<file path="src/rtl/rf_spill_fill_ctrl_pkg.sv">
// Shared types and default sizing for the register-window spill/fill controller.
package rf_spill_fill_ctrl_pkg;

  localparam int NBITS = 64;
  localparam int N = 3;
  localparam int SPILL_WORDS = 2 * N;
  localparam int STACK_WINDOWS = 8;

  typedef enum logic [1:0] {
    IDLE,
    SPILL,
    FILL
  } sf_state_t;

endpackage

</file>
<file path="src/rtl/rf_spill_fill_ctrl_if.sv">
// Spill/fill handshake bundle between the windowed register file (master)
// and the window stack controller (slave).
interface rf_spill_fill_ctrl_if #(
  parameter int NBITS = 64
);
  logic             spill_valid;
  logic [NBITS-1:0] spill_data;
  logic             spill_last;
  logic             spill_ready;
  logic             fill_req;
  logic             fill_valid;
  logic [NBITS-1:0] fill_data;
  logic             fill_last;
  logic             fill_ready;

  modport master (
    output spill_valid,
    output spill_data,
    output spill_last,
    input  spill_ready,
    output fill_req,
    input  fill_valid,
    input  fill_data,
    input  fill_last,
    output fill_ready
  );

  modport slave (
    input  spill_valid,
    input  spill_data,
    input  spill_last,
    output spill_ready,
    input  fill_req,
    output fill_valid,
    output fill_data,
    output fill_last,
    input  fill_ready
  );
endinterface

</file>
<file path="src/rtl/rf_spill_fill_ctrl_mem.sv">
// Single-port synchronous RAM for spilled windows; read data is registered
// and holds its value on cycles without a read.
module rf_spill_mem #(
  parameter int NBITS = 64,
  parameter int DEPTH = 48,
  parameter int AW    = 6
) (
  input  logic             clk,
  input  logic             rst_n,
  input  logic             we,
  input  logic             re,
  input  logic [AW-1:0]    addr,
  input  logic [NBITS-1:0] wdata,
  output logic [NBITS-1:0] rdata
);

  logic [NBITS-1:0] mem_q [DEPTH];
  logic [NBITS-1:0] rdata_q;
  logic [NBITS-1:0] rdata_d;

  always_comb begin
    rdata_d = rdata_q;
    if (re) begin
      rdata_d = mem_q[addr];
    end
  end

  always_ff @(posedge clk) begin
    if (we) begin
      mem_q[addr] <= wdata;
    end
  end

  // Only the output register is reset; stored windows survive reset.
  always_ff @(posedge clk) begin
    if (!rst_n) begin
      rdata_q <= '0;
    end else begin
      rdata_q <= rdata_d;
    end
  end

  assign rdata = rdata_q;

endmodule

</file>
<file path="src/rtl/rf_spill_fill_ctrl.sv">
// LIFO window stack behind the register file: stores spilled IN+LOCAL
// windows and streams the most recent one back on a fill request.
module rf_spill_fill_ctrl #(
  parameter int NBITS = rf_spill_fill_ctrl_pkg::NBITS,
  parameter int N = rf_spill_fill_ctrl_pkg::N,
  parameter int STACK_WINDOWS = rf_spill_fill_ctrl_pkg::STACK_WINDOWS,
  localparam int CW = $clog2(STACK_WINDOWS + 1)
) (
  input  logic               clk,
  input  logic               rst_n,
  rf_spill_fill_ctrl_if.slave sf,
  output logic               full,
  output logic               empty,
  output logic [CW-1:0]      win_count,
  output logic               err_overflow,
  output logic               err_underflow,
  output logic               err_protocol
);
  import rf_spill_fill_ctrl_pkg::*;

  localparam int W = 2 * N;
  localparam int DEPTH = STACK_WINDOWS * W;
  localparam int AW = $clog2(DEPTH);
  localparam int IW = $clog2(W + 1);

  sf_state_t state_q, state_d;
  logic [CW-1:0] wc_q, wc_d;
  logic [IW-1:0] idx_q, idx_d;
  logic fv_q, fv_d;
  logic fl_q, fl_d;
  logic full_q, full_d;
  logic empty_q, empty_d;
  logic of_q, of_d;
  logic uf_q, uf_d;
  logic pe_q, pe_d;

  logic             spill_ready_c;
  logic             spill_hs;
  logic             at_end;
  logic             mem_we;
  logic             mem_re;
  logic [AW-1:0]    mem_addr;
  logic [NBITS-1:0] mem_rdata;
  logic [CW-1:0]    top_win;

  rf_spill_mem #(
    .NBITS(NBITS),
    .DEPTH(DEPTH),
    .AW   (AW)
  ) u_mem (
    .clk  (clk),
    .rst_n(rst_n),
    .we   (mem_we),
    .re   (mem_re),
    .addr (mem_addr),
    .wdata(sf.spill_data),
    .rdata(mem_rdata)
  );

  always_comb begin
    spill_ready_c = 1'b0;
    unique case (state_q)
      IDLE:    spill_ready_c = !full_q && !sf.fill_req;
      SPILL:   spill_ready_c = 1'b1;
      default: spill_ready_c = 1'b0;
    endcase
    if (!rst_n) begin
      spill_ready_c = 1'b0;
    end
  end

  assign spill_hs = sf.spill_valid && spill_ready_c;
  assign at_end   = (idx_q == IW'(W - 1));
  assign top_win  = wc_q - CW'(1);

  always_comb begin
    state_d  = state_q;
    wc_d     = wc_q;
    idx_d    = idx_q;
    fv_d     = fv_q;
    fl_d     = fl_q;
    of_d     = 1'b0;
    uf_d     = 1'b0;
    pe_d     = 1'b0;
    mem_we   = 1'b0;
    mem_re   = 1'b0;
    mem_addr = '0;

    unique case (state_q)
      IDLE, SPILL: begin
        if (state_q == IDLE && sf.fill_req) begin
          if (empty_q) begin
            uf_d = 1'b1;
          end else begin
            state_d  = FILL;
            mem_re   = 1'b1;
            mem_addr = AW'(int'(top_win) * W);
            idx_d    = IW'(1);
            fv_d     = 1'b1;
            fl_d     = (W == 1);
          end
        end else if (state_q == IDLE && sf.spill_valid && full_q) begin
          of_d = 1'b1;
        end else if (spill_hs) begin
          mem_we   = 1'b1;
          mem_addr = AW'(int'(wc_q) * W + int'(idx_q));
          // A misplaced last marker drops the partial window.
          if (at_end && sf.spill_last) begin
            wc_d    = wc_q + CW'(1);
            idx_d   = '0;
            state_d = IDLE;
          end else if (at_end || sf.spill_last) begin
            pe_d    = 1'b1;
            idx_d   = '0;
            state_d = IDLE;
          end else begin
            idx_d   = idx_q + IW'(1);
            state_d = SPILL;
          end
        end
      end
      FILL: begin
        if (fv_q && sf.fill_ready) begin
          if (fl_q) begin
            wc_d    = top_win;
            fv_d    = 1'b0;
            fl_d    = 1'b0;
            idx_d   = '0;
            state_d = IDLE;
          end else begin
            mem_re   = 1'b1;
            mem_addr = AW'(int'(top_win) * W + int'(idx_q));
            idx_d    = idx_q + IW'(1);
            fl_d     = at_end;
          end
        end
      end
      default: begin
        state_d = IDLE;
      end
    endcase

    full_d  = (wc_d == CW'(STACK_WINDOWS));
    empty_d = (wc_d == '0);
  end

  always_ff @(posedge clk) begin
    if (!rst_n) begin
      state_q <= IDLE;
      wc_q    <= '0;
      idx_q   <= '0;
      fv_q    <= 1'b0;
      fl_q    <= 1'b0;
      full_q  <= 1'b0;
      empty_q <= 1'b1;
      of_q    <= 1'b0;
      uf_q    <= 1'b0;
      pe_q    <= 1'b0;
    end else begin
      state_q <= state_d;
      wc_q    <= wc_d;
      idx_q   <= idx_d;
      fv_q    <= fv_d;
      fl_q    <= fl_d;
      full_q  <= full_d;
      empty_q <= empty_d;
      of_q    <= of_d;
      uf_q    <= uf_d;
      pe_q    <= pe_d;
    end
  end

  assign sf.spill_ready = spill_ready_c;
  assign sf.fill_valid  = fv_q;
  assign sf.fill_last   = fl_q;
  assign sf.fill_data   = mem_rdata;
  assign full           = full_q;
  assign empty          = empty_q;
  assign win_count      = wc_q;
  assign err_overflow   = of_q;
  assign err_underflow  = uf_q;
  assign err_protocol   = pe_q;

endmodule

</file>
<file path="src/flat_wrapper.sv">
// flat-port wrapper written by rule: the top's interface ports become plain ports
module rf_spill_fill_ctrl_flat import rf_spill_fill_ctrl_pkg::*;
#(
  parameter int NBITS = rf_spill_fill_ctrl_pkg::NBITS,
  parameter int N = rf_spill_fill_ctrl_pkg::N,
  parameter int STACK_WINDOWS = rf_spill_fill_ctrl_pkg::STACK_WINDOWS,
  localparam int CW = $clog2(STACK_WINDOWS + 1)
)
  (clk, rst_n, full, empty, win_count, err_overflow, err_underflow, err_protocol, sf_spill_valid, sf_spill_data, sf_spill_last, sf_spill_ready, sf_fill_req, sf_fill_valid, sf_fill_data, sf_fill_last, sf_fill_ready);
  rf_spill_fill_ctrl_if #(.NBITS(NBITS)) sf_i ();
  input  logic clk;
  input  logic rst_n;
  output logic full;
  output logic empty;
  output logic [CW-1:0] win_count;
  output logic err_overflow;
  output logic err_underflow;
  output logic err_protocol;
  input wire logic [$bits(sf_i.spill_valid)-1:0] sf_spill_valid;
  input wire logic [$bits(sf_i.spill_data)-1:0] sf_spill_data;
  input wire logic [$bits(sf_i.spill_last)-1:0] sf_spill_last;
  output wire logic [$bits(sf_i.spill_ready)-1:0] sf_spill_ready;
  input wire logic [$bits(sf_i.fill_req)-1:0] sf_fill_req;
  output wire logic [$bits(sf_i.fill_valid)-1:0] sf_fill_valid;
  output wire logic [$bits(sf_i.fill_data)-1:0] sf_fill_data;
  output wire logic [$bits(sf_i.fill_last)-1:0] sf_fill_last;
  input wire logic [$bits(sf_i.fill_ready)-1:0] sf_fill_ready;
  assign sf_i.spill_valid = sf_spill_valid;
  assign sf_i.spill_data = sf_spill_data;
  assign sf_i.spill_last = sf_spill_last;
  assign sf_spill_ready = sf_i.spill_ready;
  assign sf_i.fill_req = sf_fill_req;
  assign sf_fill_valid = sf_i.fill_valid;
  assign sf_fill_data = sf_i.fill_data;
  assign sf_fill_last = sf_i.fill_last;
  assign sf_i.fill_ready = sf_fill_ready;
  rf_spill_fill_ctrl #(.NBITS(NBITS), .N(N), .STACK_WINDOWS(STACK_WINDOWS)) u_core (.clk(clk), .rst_n(rst_n), .sf(sf_i), .full(full), .empty(empty), .win_count(win_count), .err_overflow(err_overflow), .err_underflow(err_underflow), .err_protocol(err_protocol));
endmodule
</file>
<file path="config.mk">
export PLATFORM = sky130hd
export DESIGN_NAME = rf_spill_fill_ctrl_flat
export DESIGN_NICKNAME = d
export VERILOG_FILES = /design/src/rtl/rf_spill_fill_ctrl_pkg.sv /design/src/rtl/rf_spill_fill_ctrl_if.sv /design/src/rtl/rf_spill_fill_ctrl_mem.sv /design/src/rtl/rf_spill_fill_ctrl.sv /design/src/flat_wrapper.sv
export SDC_FILE = /design/constraint.sdc
export NUM_CORES = 2
export LEC_CHECK = 0
export CORE_MARGIN = 5
export CORE_UTILIZATION = 45
export DETAILED_ROUTE_END_ITERATION = 6
export GPL_TIMING_DRIVEN = 0
export PLACE_DENSITY_LB_ADDON = 0.2
export SKIP_LAST_GASP = 1
export SLEW_MARGIN = 30
export SYNTH_ARGS = -nofsm -noshare
export SYNTH_HDL_FRONTEND = slang
export SYNTH_SLANG_ARGS = --single-unit
</file>
<file path="constraint.sdc">
create_clock -name clk -period 13.9 [get_ports clk]
set_clock_uncertainty 0.2 [all_clocks]
set_input_delay 2.78 -clock clk [delete_from_list [all_inputs] [get_ports clk]]
set_output_delay 2.78 -clock clk [all_outputs]
set_load 0.01 [all_outputs]
</file>
# Word-level counts from Yosys, hierarchy flattened
# Memory sizes are Yosys's and may differ from the RTL's. A register that Yosys moved wholly into a read port is not among the register bits.
# Index checks and enable logic that the tools add are counted.
dict set report word_totals {
  memories 1
  out_inout_bits 76
  mem_bits_rw 3072
  ff_bits 16
  word_cells 112
  input_bits 70
}
dict set report classes {
  multipliers 2
  mux 58
  addsub 5
  bitwise_logic 3
  eq_ne 11
  reduce_logical 22
}
# memory words width read_ports rd_ports_with_merged_regs write_ports line
set mem_list {}
lappend mem_list {u_core.u_mem.mem_q 48 64 1 1 1 rf_spill_fill_ctrl_mem.sv:17} ;# logic [NBITS-1:0] mem_q [DEPTH];
# operator count
set op_table {}
lappend op_table {{6-bit two-way mux} 6}
lappend op_table {{3-bit two-way mux} 8}
lappend op_table {{4-bit two-way mux} 6}
lappend op_table {{1-bit two-way mux} 23}
lappend op_table {{5-bit AND reduction} 3}
lappend op_table {{2-bit two-way mux} 7}
lappend op_table {{6-bit by 4-bit adder with 6-bit output} 2}
lappend op_table {{6-bit one-hot mux with 2 select lines} 1}
lappend op_table {{4-bit by 2-bit multiplier with 5-bit output (second input constant)} 2}
lappend op_table {{1-bit one-hot mux with 2 select lines} 4}
lappend op_table {{4-bit one-hot mux with 2 select lines} 1}
lappend op_table {{1-bit logical AND} 7}
lappend op_table {{2-bit by 1-bit inequality test with 1-bit output (second input constant)} 3}
lappend op_table {{3-bit one-hot mux with 2 select lines} 1}
lappend op_table {{6-bit OR reduction} 1}
lappend op_table {{4-bit by 1-bit adder with 4-bit output (second input constant)} 1}
lappend op_table {{4-bit == test (second input constant)} 1}
lappend op_table {{4-bit logical NOT} 1}
lappend op_table {{2-bit one-hot mux with 2 select lines} 1}
lappend op_table {{4-bit AND reduction} 1}
lappend op_table {{4-bit by 1-bit subtractor with 4-bit output (second input constant)} 1}
lappend op_table {{3-bit by 1-bit adder with 3-bit output (second input constant)} 1}
lappend op_table {{3-bit == test (second input constant)} 1}
lappend op_table {{1-bit logical NOT} 3}
lappend op_table {{other kinds (13)} 15}

# Depth between registers and ports, before layout
dict set report logic_depth {
  word_depth 11
  ltp_mapped 16
  ltp_nobuf 14
}

# Cells and area by module
# From an unflattened synthesis, not the netlist that was laid out.
dict set report hier_totals {
  cells_unflattened 6822
  area_unflattened_um2 121098.6
}
# mod area_each_um2 n_inst seq_area_each_um2 cells_per_inst
set by_module_without_submodules {}
lappend by_module_without_submodules {rf_spill_mem 119729.8 1 93529.7 6665}
lappend by_module_without_submodules {rf_spill_fill_ctrl 1368.8 1 320.3 157}

# Worst setup path before layout
# Ideal clock, no wire load.
dict set report synth_timing {
  kind {input-to-reg}
  startpoint {in sf_fill_req}
  endpoint {mem u_core.u_mem.mem_q[39][0], enable pin}
  path_stages 10
  slack_ns 2.312
  path_buffers 4
  arrival_ns 10.744
  cell_sequence {clkbuf_2 or4b_1 nor2_2 nor3_1 buf_2 nor2_1 clkbuf_1 clkbuf_1 nand2_1 nor4_1}
}
dict set report synth_via {
  elab_chain_cells 11
  elab_cells_between_ends 16
  classes_between {mux (12); reduce/logical (4)}
}
# element line
set synth_rtl {}
lappend synth_rtl {{start, declared} flat_wrapper.sv:23} ;# input wire logic [$bits(sf_i.fill_req)-1:0] sf_fill_req;
lappend synth_rtl {{1-bit logical NOT} rf_spill_fill_ctrl.sv:63} ;# IDLE: spill_ready_c = !full_q && !sf.fill_req;
lappend synth_rtl {{1-bit logical AND} rf_spill_fill_ctrl.sv:63}
lappend synth_rtl {{1-bit one-hot mux with 2 select lines} rf_spill_fill_ctrl.sv:62} ;# unique case (state_q)
lappend synth_rtl {{1-bit two-way mux} rf_spill_fill_ctrl.sv:67} ;# if (!rst_n) begin
lappend synth_rtl {{1-bit logical AND} rf_spill_fill_ctrl.sv:72} ;# assign spill_hs = sf.spill_valid && spill_ready_c;
lappend synth_rtl {{1-bit two-way mux} rf_spill_fill_ctrl.sv:104} ;# end else if (spill_hs) begin
lappend synth_rtl {{1-bit two-way mux} rf_spill_fill_ctrl.sv:102} ;# end else if (state_q == IDLE && sf.spill_valid && full_q) begin
lappend synth_rtl {{1-bit two-way mux} rf_spill_fill_ctrl.sv:91} ;# if (state_q == IDLE && sf.fill_req) begin
lappend synth_rtl {{1-bit two-way mux} rf_spill_fill_ctrl.sv:89} ;# unique case (state_q)
lappend synth_rtl {{1-bit two-way mux} rf_spill_fill_ctrl_mem.sv:29} ;# if (we) begin
lappend synth_rtl {{1-bit two-way mux (implied by the code)} rf_spill_fill_ctrl_mem.sv:30} ;# mem_q[addr] <= wdata;
lappend synth_rtl {{end, declared} rf_spill_fill_ctrl_mem.sv:17}
# Parallel ways exist; a longest one is shown, timed or not.

# Final worst setup path
dict set report layout_timing {
  startpoint {in rst_n}
  endpoint {mem u_core.u_mem.mem_q[38][14], enable pin}
}
dict set report layout_via {
  elab_chain_cells 8
  elab_cells_between_ends 12
  classes_between {mux (11); reduce/logical (1)}
}
# element line
set layout_rtl {}
lappend layout_rtl {{start, declared} flat_wrapper.sv:12} ;# input logic rst_n;
lappend layout_rtl {{1-bit two-way mux (*)} rf_spill_fill_ctrl.sv:67}
lappend layout_rtl {{1-bit logical AND (*)} rf_spill_fill_ctrl.sv:72}
lappend layout_rtl {{1-bit two-way mux} rf_spill_fill_ctrl.sv:104}
lappend layout_rtl {{1-bit two-way mux} rf_spill_fill_ctrl.sv:102}
lappend layout_rtl {{1-bit two-way mux} rf_spill_fill_ctrl.sv:91}
lappend layout_rtl {{1-bit two-way mux} rf_spill_fill_ctrl.sv:89}
lappend layout_rtl {{1-bit two-way mux} rf_spill_fill_ctrl_mem.sv:29}
lappend layout_rtl {{1-bit two-way mux (implied by the code)} rf_spill_fill_ctrl_mem.sv:30}
# Mark *: on every way between the ends. The rest lies on a longest branch, timed or not.

==> reports/metrics.cfg <==
[timing]
min_period_over_period_pct = 71.7
tightest_slew_ns = 1.19
drv_slew = 0
hold_violations = 0
fmax_ghz = 0.100
relSlewSlack_pct = 20.7
fin_ws_ns = 3.93
setup_viol = 0
grt_setup_unrepaired = false
fin_crit_ns = 9.97

[route]
wl_mm = 450
via_count = 80500
antenna_left = 0
routedWlPerCell_um = 36.0
drc_errors = 48
vias_per_cell = 6.45
first_pass_iters = 7
drt_iter0_drc = 13300

[clocking]
clockRootBuffer = clkbuf_16
postCtsSetupBuffers = 0
numCtsBuffers = 332
cts_tree = yes
clk_pin_slew_ns = 0.06
htreeDepth = 5
cts_hold_buf = 0
clock_latency_ns = 0.93
clock-sinks = 3152
cts_resized = 0
clockBufferDepth = 4

[grt]
grt_pass1_wl_mm = 613
grt_overflow_total = 0
track_usage_pct = 31.3
grt_max_degree = 49
use_met2_pct = 46.1
grt_util_met3_pct = 10.7
antenna_found_initial = 48
grt_pass1_vias = 76900
busiest_layer = met2
grt_util_met1_pct = 40.5

[critical_path]
startpoint_type = primary input
cp.arrival_ns = 10.39
r2r_start = u_core.win_count[0]$_SDFF_PN0_
crit_path_end_kind = flip-flop
crit_chain = clkdlybuf4s50_1, nand3b_1, nor3_1, nor3_2, buf_2, nor2_1, clkbuf_1, clkbuf_1, nand2_1, nor4_2, buf_2, buf_2, buf_2, buf_2, buf_2, buf_2
max_stage_delay_ns = 1.05
critPathMostFrequentCell = buf_2
cp.required_ns = 14.32
worstSetupStartpoint = rst_n
crit_fanout = 10
crit_type = primary input to flip-flop
cp_slowest_cell = clkdlybuf4s50_1

[cells_and_area]
layout.nets = 8720
fillers = 21400
utilization_pct = 53.9
drive_above_1_share_pct = 15.4
final_cells = 12500
seqCellArea_sq_um = 93900
multiInputGateArea_sq_um = 26500
area_delta_synth_final_pct = 19.4

[pwr]
power_uw = 19600
pwr-share-comb_pct = 2.7
intPower_uw = 15500
p_switching_uw = 4110
swShare_pct = 21.0
pwr-share-seq_pct = 53.2
pwr-share-clk_pct = 44.0
max-vdd-ir-drop_mv = 0.0977
powerDensity_nw_per_um2 = 134
power.leakage_uw = 0.0498

[die]
die_y_um = 531
core_sq_um = 271000
rows = 191
start_util_pct = 45.1
die-area_sq_um = 282000
die-width_um = 531
ios = 146

[synthesis]
ys.flop_type = edfxtp_1
ys_types = 78
syn_inst = 7781
synth_edf_count = 3072
yosysWarnings = 0
avgSynthCellArea_sq_um = 15.7
ys_seq_elements = 3152
synthesis.area_sq_um = 122000
ys_seq_area_share_pct = 76.8
syn_nets = 7869
async_flop_share_pct = 0

[status]
violations = design-rule violations
status = complete, but fails checks

[hold_path]
worstHoldStart = u_core.sf.fill_valid$_SDFFE_PN0P_
worstHoldPathType = flip-flop to flip-flop

[placed_design]
portBuffers = 144
gp_congestion = 0.929
dp_slack_ns = 3.64
dp.cells = 11900
dp_hpwl_mm = 320

[run]
max_cap_violations = 0

==> power groups by stage <==
stage	Clock, uW	Combinational (uW)	Sequential [uW]
after floorplan	0	158	10600
after global placement	0	462	10700
after detailed placement	0	519	10600
after CTS	8660	520	10400
after global routing	9070	552	10400
final	8640	537	10400
==> Yosys cell counts (all sizes together), types with 31 or more instances <==
cell type	n	area share (%)
a211oi	140	0.86
a21oi	348	1.4
a221o	118	0.97
a221oi	95	0.68
a22oi	48	0.30
a311oi	112	0.80
a31oi	117	0.60
a32oi	139	1.0
and3	155	0.79
buf	221	0.88
clkbuf	338	1.0
dfxtp	80	1.3
edfxtp	3072	76
mux2i	236	1.9
mux4	126	2.3
nand2	1477	4.5
nand3	347	1.4
nand4	46	0.24
nor2	74	0.23
nor4	31	0.18
o21a	47	0.29
o21ai	103	0.42
o221ai	36	0.26
o31a	43	0.31
==> cells in the final DEF, fill, tap and decap left out, types with 17 or more instances in the layout <==
master,instances
clkbuf_1,350
nand3_1,347
buf_4,43
nor2_1,29
buf_2,332
nand4_1,46
buf_16,186
clkbuf_2,67
a221oi_1,95
clkinv_2,45
o21ai_0,99
mux4_2,126
dfxtp_1,80
buf_1,36
diode_2,26
a21oi_1,347
a32oi_1,139
buf_12,53
bufinv_16,23
o221ai_1,35
a31oi_1,117
clkbuf_16,339
nand2_1,1477
nor4_1,17
o31a_1,43
mux2i_1,236
a311oi_1,108
o221a_2,17
nor2_4,42
clkinv_1,71
clkdlybuf4s50_1,80
edfxtp_1,3072
o21a_1,47
a221o_1,118
and3_1,155
a22oi_1,48
a211oi_1,140
o41ai_2,18
a2111oi_0,21
==> layout make-up <==
class | count | area share, %
diodes | 26 | 0.0446
clock inverters | 160 | 0.981
clock buffers | 424 | 6.10
plain buffers | 559 | 1.67
well taps | 3570 | 3.06
multi-input cells | 4060 | 18.2
flip-flops and latches | 3152 | 64.4
inverters | 10 | 0.0257
repair buffers | 517 | 5.55
==> worst paths after layout <==
path,cells after the start,slack (ns),endpoint
setup / recovery,16,3.93,u_core.u_mem.mem_q[38][14]$_DFFE_PP_
hold / removal,2,0.36,u_core.sf.fill_valid$_SDFFE_PN0P_
setup reg to reg,19,5.53,u_core.u_mem.mem_q[34][8]$_DFFE_PP_
hold reg to reg,2,0.36,u_core.sf.fill_valid$_SDFFE_PN0P_
==> flip-flops by register name, summed over array words and instances, names as in the netlist <==
register / flops
u_core.empty: 1
u_core.err_overflow: 1
u_core.err_protocol: 1
u_core.err_underflow: 1
u_core.full: 1
u_core.idx_q: 3
u_core.sf.fill_last: 1
u_core.sf.fill_valid: 1
u_core.state_q: 2
u_core.u_mem.mem_q: 3072
u_core.u_mem.rdata: 64
u_core.win_count: 4
==> critical path, delay by kind of cell <==
family | cells | cell delay, ns
and+or+nand+nor | 6 | 3.01
buffers and inverters | 10 | 4.53
==> through the flow <==
step | hold slack, ns | cell area, sq um | TNS, ns
3_5_place_dp | 0.357 | 135000 | 0
6_report | 0.362 | 146000 | 0
4_1_cts | 0.366 | 146000 | 0
3_3_place_gp | 0.328 | 128000 | -6772.92
5_1_grt | 0.391 | 146000 | 0
2_1_floorplan | 0.319 | 122000 | 0
==> metal layers <==
| metal | share of wire, % | vias up | wire, um |
|---|---|---|---|
| li1 | - | 32500 | - |
| met1 | 36 | 40600 | 162000 |
| met2 | 43 | 6065 | 195000 |
| met3 | 13 | 1345 | 59800 |
| met4 | 7.2 | 22 | 32300 |
| met5 | 0.070 | - | 314 |
==> kinds of logic after synthesis <==
family / Yosys count / synth area share (%)
AO/OA/AOI/OAI: 1479 / 8.88
adder cells (fa/ha/maj): 18 / 0.209
AND/OR/NAND/NOR: 2178 / 7.66
XOR/XNOR: 11 / 0.0912
multiplexers: 374 / 4.37
flip-flops: 3152 / 76.8
buffers and inverters: 569 / 1.95
(Power assumes the default switching activity.)
